===== config.mk =====
export PLATFORM = sky130hd
export DESIGN_NAME = video_timing_pattern_gen
export DESIGN_NICKNAME = d
export VERILOG_FILES = /design/src/rtl/video_timing_pattern_gen.sv
export SDC_FILE = /design/constraint.sdc
export NUM_CORES = 1
export LEC_CHECK = 0
export ABC_AREA = 1
export CAP_MARGIN = 20
export CORE_AREA = 4 4 94 96
export DETAILED_ROUTE_END_ITERATION = 8
export DIE_AREA = 0 0 98 100
export GPL_ROUTABILITY_DRIVEN = 0
export HOLD_SLACK_MARGIN = 0.05
export PLACE_DENSITY = 0.83
export SYNTH_ARGS = -nofsm -noshare
export SYNTH_HDL_FRONTEND = slang
export SYNTH_SLANG_ARGS = --single-unit

===== constraint.sdc =====
create_clock -name clk -period 3.81 [get_ports clk]
set_input_delay 0.762 -clock clk [delete_from_list [all_inputs] [get_ports clk]]
set_output_delay 0.762 -clock clk [all_outputs]
set_load 0.01 [all_outputs]

===== src/rtl/video_timing_pattern_gen.sv =====
// Raster timing generator with a frame-synchronous test-pattern source.
// Every output is registered from the same hc/vc position, so one output cycle describes one pixel.
module video_timing_pattern_gen #(
  parameter int H_ACTIVE = 1280,
  parameter int H_FP     = 110,
  parameter int H_SYNC   = 40,
  parameter int H_BP     = 220,
  parameter int V_ACTIVE = 720,
  parameter int V_FP     = 5,
  parameter int V_SYNC   = 5,
  parameter int V_BP     = 20,
  parameter bit SYNC_POL = 1'b1
) (
  input  logic        clk,
  input  logic        rst,
  input  logic [1:0]  pattern_sel,
  input  logic [23:0] solid_color,
  output logic [10:0] h_count,
  output logic [9:0]  v_count,
  output logic        active_draw,
  output logic        h_sync,
  output logic        v_sync,
  output logic        new_frame,
  output logic [5:0]  frame_count,
  output logic [23:0] pixel
);

  localparam int H_TOTAL = H_ACTIVE + H_FP + H_SYNC + H_BP;
  localparam int V_TOTAL = V_ACTIVE + V_FP + V_SYNC + V_BP;
  localparam int BAR_W   = H_ACTIVE / 8;

  localparam logic [10:0] H_ACT    = 11'(H_ACTIVE);
  localparam logic [10:0] H_MAX    = 11'(H_TOTAL - 1);
  localparam logic [10:0] HS_START = 11'(H_ACTIVE + H_FP);
  localparam logic [10:0] HS_END   = 11'(H_ACTIVE + H_FP + H_SYNC);
  localparam logic [9:0]  V_ACT    = 10'(V_ACTIVE);
  localparam logic [9:0]  V_MAX    = 10'(V_TOTAL - 1);
  localparam logic [9:0]  VS_START = 10'(V_ACTIVE + V_FP);
  localparam logic [9:0]  VS_END   = 10'(V_ACTIVE + V_FP + V_SYNC);
  localparam logic        SYNC_ON  = SYNC_POL;
  localparam logic        SYNC_OFF = ~SYNC_POL;

  localparam logic [1:0] PAT_SOLID   = 2'd0;
  localparam logic [1:0] PAT_BARS    = 2'd1;
  localparam logic [1:0] PAT_CHECKER = 2'd2;

  logic [10:0] hc_reg;
  logic [9:0]  vc_reg;
  logic [1:0]  pattern_q;

  logic        active_next;
  logic        hs_next;
  logic        vs_next;
  logic        frame_tick;
  logic [7:0]  bar_ge;
  logic [2:0]  bar_idx;
  logic [23:0] bar_color;
  logic [23:0] pixel_next;

  assign active_next = (hc_reg < H_ACT) && (vc_reg < V_ACT);
  assign hs_next     = (hc_reg >= HS_START) && (hc_reg < HS_END);
  assign vs_next     = (vc_reg >= VS_START) && (vc_reg < VS_END);
  assign frame_tick  = (hc_reg == H_ACT) && (vc_reg == V_ACT);

  // Bar boundaries as a bank of constant comparators; no divider in the pixel path.
  assign bar_ge[0] = 1'b1;
  generate
    for (genvar gi = 1; gi < 8; gi++) begin : g_bar_cmp
      assign bar_ge[gi] = (hc_reg >= 11'(gi * BAR_W));
    end
  endgenerate

  always_comb begin
    bar_idx = 3'd0;
    for (int i = 1; i < 8; i++) begin
      if (bar_ge[i]) bar_idx = 3'(i);
    end
  end

  always_comb begin
    case (bar_idx)
      3'd0:    bar_color = 24'hFFFFFF;
      3'd1:    bar_color = 24'hFFFF00;
      3'd2:    bar_color = 24'h00FFFF;
      3'd3:    bar_color = 24'h00FF00;
      3'd4:    bar_color = 24'hFF00FF;
      3'd5:    bar_color = 24'hFF0000;
      3'd6:    bar_color = 24'h0000FF;
      default: bar_color = 24'h000000;
    endcase
  end

  always_comb begin
    pixel_next = 24'h000000;
    if (active_next) begin
      case (pattern_q)
        PAT_SOLID:   pixel_next = solid_color;
        PAT_BARS:    pixel_next = bar_color;
        PAT_CHECKER: pixel_next = (hc_reg[5] ^ vc_reg[5]) ? 24'hFFFFFF : 24'h000000;
        default:     pixel_next = {hc_reg[7:0], vc_reg[7:0], frame_count, 2'b00};
      endcase
    end
  end

  always_ff @(posedge clk) begin
    if (rst) begin
      hc_reg      <= '0;
      vc_reg      <= '0;
      pattern_q   <= PAT_SOLID;
      frame_count <= '0;
      h_count     <= '0;
      v_count     <= '0;
      active_draw <= 1'b0;
      h_sync      <= SYNC_OFF;
      v_sync      <= SYNC_OFF;
      new_frame   <= 1'b0;
      pixel       <= '0;
    end else begin
      if (hc_reg == H_MAX) begin
        hc_reg <= '0;
        vc_reg <= (vc_reg == V_MAX) ? 10'd0 : vc_reg + 10'd1;
      end else begin
        hc_reg <= hc_reg + 11'd1;
      end

      // Pattern only changes during blanking, so a frame never mixes two patterns.
      if (frame_tick) begin
        frame_count <= frame_count + 6'd1;
        pattern_q   <= pattern_sel;
      end

      h_count     <= hc_reg;
      v_count     <= vc_reg;
      active_draw <= active_next;
      h_sync      <= hs_next ? SYNC_ON : SYNC_OFF;
      v_sync      <= vs_next ? SYNC_ON : SYNC_OFF;
      new_frame   <= frame_tick;
      pixel       <= pixel_next;
    end
  end

endmodule


; Word level (Yosys, flattened, before mapping)
; Cells that the tools add are included.
; Widths: inputs -> output; s select.
[classes]
add_sub_neg = 3
order_cmp = 13
n_eq_ne = 12
mux = 13
bitwise_logic = 2
reduce_logical = 8
[ops]
columns = cell, n
row1 = $pmux 24 s7, 1
row2 = $pmux 24 s3, 1
row3 = $ge 11x10->1 const B, 3
row4 = $mux 24, 1
row5 = $eq 11x11->1 const B, 2
row6 = $ge 11x11->1 const B, 2
row7 = $ge 11x9->1 const B, 2
row8 = $lt 11x11->1 const B, 2
row9 = $eq 10x10->1 const B, 2
row10 = $lt 10x10->1 const B, 2
row11 = $mux 3, 6
row12 = $add 11x1->11 const B, 1
row13 = $ge 11x8->1 const B, 1
row14 = $add 10x1->10 const B, 1
row15 = $ge 10x10->1 const B, 1
row16 = $mux 10, 1
row17 = $eq 3x3->1 const B, 3
row18 = $add 6x1->6 const B, 1
row19 = $eq 3x2->1 const B, 2
row20 = $logic_and 1x1->1, 4
row21 = $reduce_or 2->1, 2
row22 = $eq 3x1->1 const B, 1
row23 = $logic_not 3->1, 1
row24 = $mux 1, 3
row25 = 5 further kinds, 5
[word_totals]
register_bits = 78
in_bits = 28
output_inout_bits = 55
wordCells = 62

; Longest topological paths before layout
; Gate-level depths: netlist (run 1).
[logic_depth]
depth_word = 11
ltp_mapped = 14

; Worst setup path before layout (run 1)
; OpenSTA, ideal clock, no wires.
[synth_path]
kind = input port to flip-flop
start = in rst
end = reg pixel[7]
t_arrival_ns = 1.681
setup_slack_ns = 2.020
path_stages = 8
n_path_buf = 2
cell_sequence = clkbuf_1 -> inv_1 -> o2111a_1 -> nand2_2 -> buf_2 -> a21oi_1 -> nand2_1 -> inv_1
[synth_via]
elab_chain_cells = 1
[synth_rtl]
columns = element, line
row1 = "start, declared", 15  ; input logic rst,
row2 = $reduce_or 2->1 (no source line), n/a
row3 = "end signal, assigned", 138  ; pixel <= pixel_next;
row4 = "end, declared", 25  ; output logic [23:0] pixel
; Every way passes these cells.
; A chain may end at the register's enable or synchronous reset.

; Final worst setup path (run 1)
[layout_path]
start = in rst
end = reg pixel[23]
; Same word-level chain as after synthesis.

==> results.cfg, run 1 <==
[floorplanning]
pin_count = 83
die_w_microns = 98
initial_core_util = 0.434
die_area_sq_um = 9800
die_height_microns = 100
std_cell_rows = 33
core_area_sq_um = 8050

[finish]
antenna_cells_inserted = 0
fin_cells = 656
area_delta_synth_final_pct = 32.3
final_nets = 583
drive_above_1_share = 0.0817
largest_reg_flops = 24

[grt]
grt_pass1_wl_microns = 15500
first_global_vias = 3297
gr-total-overflow = 0
grt_usage = 0.195
grt_max_degree = 21
antenna_found_initial = 0

[clocking]
cts_made_buffers = 9
root_buffer = clkbuf_8
cts.path.max_buffers = 2
cts_tree = yes
cts-resized-gates = 0
h-tree-depth = 3
numClockSinks = 78
post_cts_buffers = 0
path_clk_slew_ns = 0.07
clk_latency_ns = 0.36
ctsHoldBuffers = 0

[yosys]
yosysWarningCount = 0
synthMuxAreaShare = 0
synth_fa_ha_area_frac = 0.0286
synth_edf_count = 0
synth_top_area_share = 0.447
yosys-top-cells-area = dfxtp_1 45%, nand2_1 9.8%, a21oi_1 7.0%
syn_inst = 467
async_flop_share = 0
synthDistinctLibCells = 39
synth_xor_area_frac = 0.0251
yosys_most_used_dff = dfxtp_1
synthSimpleGateAreaFrac = 0.279
postSynthAreaPerCell_sq_um = 7.48
syn-num-nets = 503
yosysSeqAreaShare = 0.447
ys_seq_elements = 78
yosysTopAreaCell = dfxtp_1
syn_area_sq_um = 3490
synth-compound-area-share = 0.118
synth_top_family_by_area = simple AND/OR/NAND/NOR gates

[place]
dp.cells = 641
dp_slack_ns = 0.999
portBuffers = 82
dp.final_hpwl_microns = 6910

[routing]
drt-vias-per-instance = 5.18
drt_wl_total_microns = 9360
wire_per_inst_microns = 14.3
drt_iter0_drc = 324
vias = 3397
drcViolationCount = 0
ant_nets = 0
drtPass1Iterations = 5

[worst_setup_path]
crit_top_cell = inv_1
crit_slowest_cell = clkdlybuf4s50_1
cp_cell_sequence = clkdlybuf4s50_1 > inv_1 > o2111a_1 > nand2_2 > inv_1 > nand2_1 > inv_1
critPathMaxStageDelay_ns = 0.83
start_kind = input port
critPathArrivalTime_ns = 2.75
cp_max_fo = 15
crit_family = buffers and inverters
critPathRequiredTime_ns = 4.07
crit_type = in2reg
cp-end-kind = flop
worst-path-buf-inv = 4

[power_and_ir_drop]
ir_worst_vdd_uv = 211
leakagePower_nw = 1.96
power_density_nw_per_um2 = 377

[timing]
rsz0062_at_grt = false
period_share = 0.654
setup_tns_ns = 0
worst_pin_slew_ns = 0.645
fmax_mhz = 401
setup_viol = 0
fin_crit_ns = 2.49
maxSlewHeadroom = 0.566
timing.final.hold_violations = 0
setup_ws_ns = 1.32
fin_skew_ns = 0.00635
maxSlewViolCount = 0

[flow_run]
maxCapViolations = 0

[run_status]
status = finished clean

[hold_path]
hold_path_class = reg2reg
==> synth_stat cells, types with 6 or more instances <==
cell type and instances:
inv_1 61, inv_2 7, a21oi_1 49, ha_1 8
nand4_1 8, xor2_1 10, nand3_1 22, clkbuf_1 7
dfxtp_1 78, nand2_1 91, nor2_1 54, nand2_2 6
nor3_1 12, o21ai_0 15
==> per-stage QoR <==
stage / hold WS (ns) / area [sq um] / utilization / power (mW)
after floorplan: 0.444 / 3490 / - / 0.913
after global routing: 0.530 / 4620 / 0.574 / 1.80
after detailed placement: 0.495 / 4370 / 0.543 / 0.984
after CTS: 0.512 / 4620 / 0.574 / 1.75
final: 0.508 / 4620 / 0.574 / 1.74
after global placement: 0.466 / 4370 / 0.543 / 0.981
==> cell usage in the layout, fill, tap and decap left out, types with 2 or more instances in the layout <==
master and instances:
nand3_2 3, inv_1 61, inv_2 7, o21ai_1 2, clkbuf_8 12, buf_4 2, nor3_1 12, a21oi_1 49
o211ai_1 2, nor3_4 2, a211oi_1 3, ha_1 8, o21ai_0 15, nand2_1 91, nor2_2 2, bufinv_16 3
nor4_1 3, clkdlybuf4s50_1 82, nand4_1 8, dfxtp_1 78, xor2_1 10, nand3_1 22, nand2_2 6, nor2_1 54
==> power breakdown <==
group,switching (mW),internal (mW)
Sequential,0.00770,0.833
Combinational,0.0577,0.0677
Clock,0.291,0.485
Total,0.356,1.39
==> cell families (layout without fill, tap and decap cells) <==
logic type | Yosys count | after routing
AOI/OAI and AO/OA | 76 | 76
xor gates and xnor gates | 10 | 10
adders and majority gates | 8 | 8
buffers and inverters | 85 | 169
DFF | 78 | 78
and+or+nand+nor | 210 | 210
==> routing by layer <==
metal / track usage / share of wire / wire length [microns] / vias to the layer above
li1: - / - / - / 1648
met1: 0.232 / 0.41 / 3830 / 1553
met2: 0.326 / 0.49 / 4550 / 159
met3: 0.0500 / 0.072 / 670 / 37
met4: 0.104 / 0.033 / 311 / 0
met5: 0 / 0 / 0 / -
==> final timing paths <==
path,from,slack (ns),endpoint,cells after the start
setup / recovery,rst,1.32,pixel[23],7
hold / removal,hc_reg[0],0.51,hc_reg[0],1
setup reg to reg,hc_reg[1],1.66,vc_reg[3],11
hold reg to reg,hc_reg[0],0.51,hc_reg[0],1
==> worst register-to-register path: stages (launching register included) <==
cell and delay (ns):
dfxtp_1 0.34, inv_1 0.15, ha_1 0.18, inv_1 0.06, nor3_1 0.36, nand3_2 0.23, inv_2 0.17, nor2_2 0.08
inv_2 0.17, nand2_1 0.12, o21ai_0 0.11, a21oi_1 0.06
==> layout make-up <==
type / count / area [sq um]
clock buffer: 12 / 165
fill: 720 / 3430
clock inverter: 3 / 90.1
timing repair buffer: 84 / 836
sequential: 78 / 1560
multi-input combinational: 304 / 1580
tap: 105 / 131
inverter: 70 / 264
(Power assumes the default switching activity.)
==> run 2, diff against run 1 <==
==> constraint.sdc (replaced) <==
create_clock -name clk -period 2.5 [get_ports clk]
set_input_delay 0.5 -clock clk [delete_from_list [all_inputs] [get_ports clk]]
set_output_delay 0.5 -clock clk [all_outputs]
set_load 0.01 [all_outputs]
==> results.cfg, run 2 (same netlist as run 1, synthesis figures left out) <==
[worst_setup_path]
rr_endpoint = vc_reg[3]
crit_type = reg2reg
crit_slowest_cell = dfxtp_1
start_kind = flop
critPathMaxStageDelay_ns = 0.34
cp-end-kind = flop
r2r-start = hc_reg[1]
cp_cell_sequence = inv_1 > ha_1 > inv_1 > nor3_1 > nand3_2 > inv_2 > nor2_2 > inv_2 > nand2_1 > o21ai_0 > a21oi_1
critPathRequiredTime_ns = 2.73
crit_end = vc_reg[3]
critPathArrivalTime_ns = 2.22
worstRegToRegCells = 11
cp-startpoint = hc_reg[1]
reg2reg_slack_ns = 0.51
cp_max_fo = 11

[finish]
area_delta_synth_final_pct = 32.1
nFillCells = 704
layout_common_cells = 91 x nand2_1, 82 x clkdlybuf4s50_1, 78 x dfxtp_1
largest_reg_flops = 24
drive_above_1_share = 0.0815
antenna_cells_inserted = 0
final_nets = 583
layout_commonest_cell = nand2_1

[power_and_ir_drop]
ir_worst_vdd_uv = 245
p_comb_frac = 0.072
p_int_mw = 2.07
leakagePower_nw = 1.95
p_sw_mw = 0.563
p_sw_frac = 0.214
p_clk_frac = 0.441
power_density_nw_per_um2 = 569
seqPwrFrac = 0.488

[clocking]
numClockSinks = 78
cts_tree = yes
cts_made_buffers = 9
cts.path.max_buffers = 2
path_clk_slew_ns = 0.08
root_buffer = clkbuf_8
clk_latency_ns = 0.36
post_cts_buffers = 0
h-tree-depth = 3
ctsHoldBuffers = 0
cts-resized-gates = 0

[floorplanning]
die_height_microns = 100
core_area_sq_um = 8050
die_w_microns = 98
pin_count = 83
die_area_sq_um = 9800
initial_core_util = 0.434
std_cell_rows = 33

[grt]
grt_pass1_wl_microns = 14600
antenna_found_initial = 0
gr-total-overflow = 0
grt_max_degree = 33
grt_usage = 0.185
first_global_vias = 3229

[place]
portBuffers = 82
dp.final_hpwl_microns = 6640

[timing]
period_share = 0.794
timing.hold.ws_ns = 0.501
setup_tns_ns = 0
fin_crit_ns = 1.99
worst_pin_slew_ns = 0.579
maxSlewViolCount = 0
setup_viol = 0
rsz0062_at_grt = false
timing.final.hold_violations = 0
maxSlewHeadroom = 0.611
fmax_mhz = 504
fin_skew_ns = 0.0104

[run_status]
status = finished clean

[routing]
drtPass1Iterations = 5
wire_per_inst_microns = 13.6
drcViolationCount = 0
drt_wl_total_microns = 8920
drt_iter0_drc = 316
drt-vias-per-instance = 5.03
vias = 3304
ant_nets = 0

[flow_run]
maxCapViolations = 0

[hold_path]
hold_path_class = reg2reg
## run 2: changes by cell type in the layout (fill, tap and decap cells not counted), sizes merged
| cell | previous run | this run |
|---|---|---|
| clkbuf | 12 | 11 |
| clkinv | 2 | 3 |
| clkinvlp | 0 | 1 |
## run 2: worst min-delay path by stage
stage	from	endpoint	cells after the start
2_1_floorplan	hc_reg[0]	hc_reg[0]	1
3_3_place_gp	hc_reg[0]	hc_reg[0]	1
3_5_place_dp	hc_reg[0]	hc_reg[0]	1
4_1_cts	vc_reg[9]	vc_reg[9]	2
5_1_grt	hc_reg[0]	hc_reg[0]	1
6_report	hc_reg[0]	hc_reg[0]	1
## run 2: power groups by stage
stage,registers [mW],logic [mW],clock network (mW)
3_5_place_dp,1.31,0.188,0
5_1_grt,1.28,0.205,1.23
3_3_place_gp,1.31,0.185,0
6_report,1.28,0.189,1.16
2_1_floorplan,1.32,0.0694,0
4_1_cts,1.28,0.190,1.17
## run 2: area by class of cell
type | count | area, sq um | area share
multi-input cells | 304 | 1580 | 0.341
flip-flops and latches | 78 | 1560 | 0.338
repair buffers | 84 | 836 | 0.181
inverters | 70 | 264 | 0.0572
clock buffers | 11 | 141 | 0.0306
well taps | 105 | 131 | 0.0285
clock inverters | 5 | 106 | 0.0230
## run 2: metal layers
metal	vias up	track usage	part of all wire
met3	17	0.0556	0.061
met5	-	0	0
met4	0	0.0777	0.020
met2	119	0.312	0.49
met1	1519	0.220	0.43
li1	1649	-	-
## run 2: stage by stage
stage               power, mW  instances  utilization  worst slack [ns]  area (sq um)
global route             2.72        657        0.573             0.340          4620
finish                   2.63        657        0.573             0.514          4620
floorplan                1.39        467            -             0.972          3490
global placement         1.50        641        0.543             0.438          4370
CTS                      2.64        657        0.573             0.544          4620
detailed placement       1.50        641        0.543             0.353          4370
## run 2: worst max-delay path, delay by kind of cell, from the launching register on
kind            cells  cell delay, ns
simple gates        4            0.68
buf+inv             4            0.48
flops               1            0.34
compound gates      2            0.21
fa+ha+maj           1            0.16
==> run 3, diff against run 2 <==
--- a/config.mk
+++ b/config.mk
@@ -12,7 +12,7 @@
 export DIE_AREA = 0 0 98 100
 export GPL_ROUTABILITY_DRIVEN = 0
 export HOLD_SLACK_MARGIN = 0.05
-export PLACE_DENSITY = 0.83
+export PLACE_DENSITY = 0.86
 export SYNTH_ARGS = -nofsm -noshare
 export SYNTH_HDL_FRONTEND = slang
 export SYNTH_SLANG_ARGS = --single-unit
==> constraint.sdc (replaced) <==
create_clock -name clk -period 1.66 [get_ports clk]
set_input_delay 0.332 -clock clk [delete_from_list [all_inputs] [get_ports clk]]
set_output_delay 0.332 -clock clk [all_outputs]
set_load 0.01 [all_outputs]
==> results.cfg, run 3 (same netlist as run 1, synthesis figures left out) <==
[finish]
multi_input_area_sq_um = 1640
final_nets = 615
area_delta_synth_final_pct = 40.5
fin_cells = 688
seqCellArea_sq_um = 1590
largest_reg_flops = 24
final_cell_area_sq_um = 4910
drive_above_1_share = 0.175
nFillCells = 643
layout_commonest_cell = nand2_1
antenna_cells_inserted = 0
layout_common_cells = 89 x nand2_1, 79 x clkdlybuf4s50_1, 67 x dfxtp_1

[worst_setup_path]
reg2reg_slack_ns = 0.05
crit_family = buffers and inverters
critPathArrivalTime_ns = 1.30
cp-end-kind = output pin
critPathMaxStageDelay_ns = 0.56
crit_type = reg2out
cp_cell_sequence = clkdlybuf4s50_1
crit_slowest_cell = clkdlybuf4s50_1
cp_max_fo = 3
critPathRequiredTime_ns = 1.33
start_kind = flop
worst-path-buf-inv = 1

[grt]
grt_pass1_wl_microns = 15500
antenna_found_initial = 0
grt_max_degree = 20
first_global_vias = 3419
gr-total-overflow = 0
grt_usage = 0.195

[clocking]
cts.path.max_buffers = 2
cts_made_buffers = 9
root_buffer = clkbuf_8
clk_latency_ns = 0.36
path_clk_slew_ns = 0.08
numClockSinks = 78
h-tree-depth = 3
cts_tree = yes

[timing]
setup_viol = 0
setup_tns_ns = 0
worst_pin_slew_ns = 0.356
maxSlewViolCount = 0
fin_skew_ns = 0.00815
fin_crit_ns = 1.63
period_share = 0.981
maxSlewHeadroom = 0.760
fmax_mhz = 614
timing.final.hold_violations = 0
timing.hold.ws_ns = 0.494

[floorplanning]
core_area_sq_um = 8050
die_w_microns = 98
initial_core_util = 0.434
std_cell_rows = 33
die_height_microns = 100
pin_count = 83
die_area_sq_um = 9800

[routing]
drt_wl_total_microns = 10100
wire_per_inst_microns = 14.7
wl_met2_microns = 5040
wl_met1_microns = 3870
drt-vias-per-instance = 5.21
vias = 3586
wl_met3_microns = 822
drcViolationCount = 0
ant_nets = 0
maxUsedRoutingLayer = met4
drtPass1Iterations = 6
drt_iter0_drc = 393

[place]
placed_area_sq_um = 4590
dp.cells = 669
dp.final_hpwl_microns = 7240
portBuffers = 82

[power_and_ir_drop]
fin_total_pwr_mw = 3.69
ir_worst_vdd_uv = 356
power_density_nw_per_um2 = 752
leakagePower_nw = 2.14

[hold_path]
hold_path_class = reg2reg

[run_status]
status = finished clean

[flow_run]
maxCapViolations = 0
## run 3: worst reg2reg max path, cell delays in order (launching register included)
cell,delay [ns]
dfxtp_4,0.36
inv_4,0.09
ha_1,0.14
inv_1,0.05
nor4_1,0.33
nand2_1,0.22
nand2_1,0.11
nand2_1,0.08
inv_2,0.08
nor2_1,0.05
## run 3: worst paths after layout
check                       from              to  cells after the start
setup reg to reg       vc_reg[1]       vc_reg[2]                      9
setup / recovery  frame_count[2]  frame_count[2]                      1
hold / removal         vc_reg[9]       vc_reg[9]                      2
hold reg to reg        vc_reg[9]       vc_reg[9]                      2
## run 3: metrics by stage
stage | util | setup slack [ns]
floorplan | - | 0.192
finish | 0.610 | 0.0310
CTS | 0.595 | 0.00893
global placement | 0.570 | 0.0652
detailed placement | 0.570 | -0.0000424
global route | 0.610 | -0.0519
## run 3: routing by layer
layer	track usage	up-vias
met1	0.215	1631
met3	0.0521	48
met4	0.0937	0
met2	0.347	192
met5	0	-
li1	-	1715
## run 3: final cells by class
| class | instances | share of cell area |
|---|---|---|
| Clock buffer | 10 | 0.0280 |
| Multi-Input combinational cell | 304 | 0.333 |
| Inverter | 70 | 0.0543 |
| Tap cell | 105 | 0.0268 |
| Sequential cell | 78 | 0.323 |
| Clock inverter | 5 | 0.0120 |
| Timing Repair Buffer | 116 | 0.223 |
## run 3: power by group
| part | total (mW) | switching, mW | internal [mW] | leakage, nW |
|---|---|---|---|---|
| combinational | 0.335 | 0.148 | 0.187 | 1.40 |
| clock | 1.43 | 0.706 | 0.729 | 0.0948 |
| sequential | 1.92 | 0.0154 | 1.91 | 0.643 |
## run 3: timing repair
item | in CTS | in global routing
gates resized for setup | 6 | 33
hold buffers | 0 | 0
pin swaps | 0 | 7
setup buffers | 0 | 4
endpoints found under the setup margin | 6 | 51
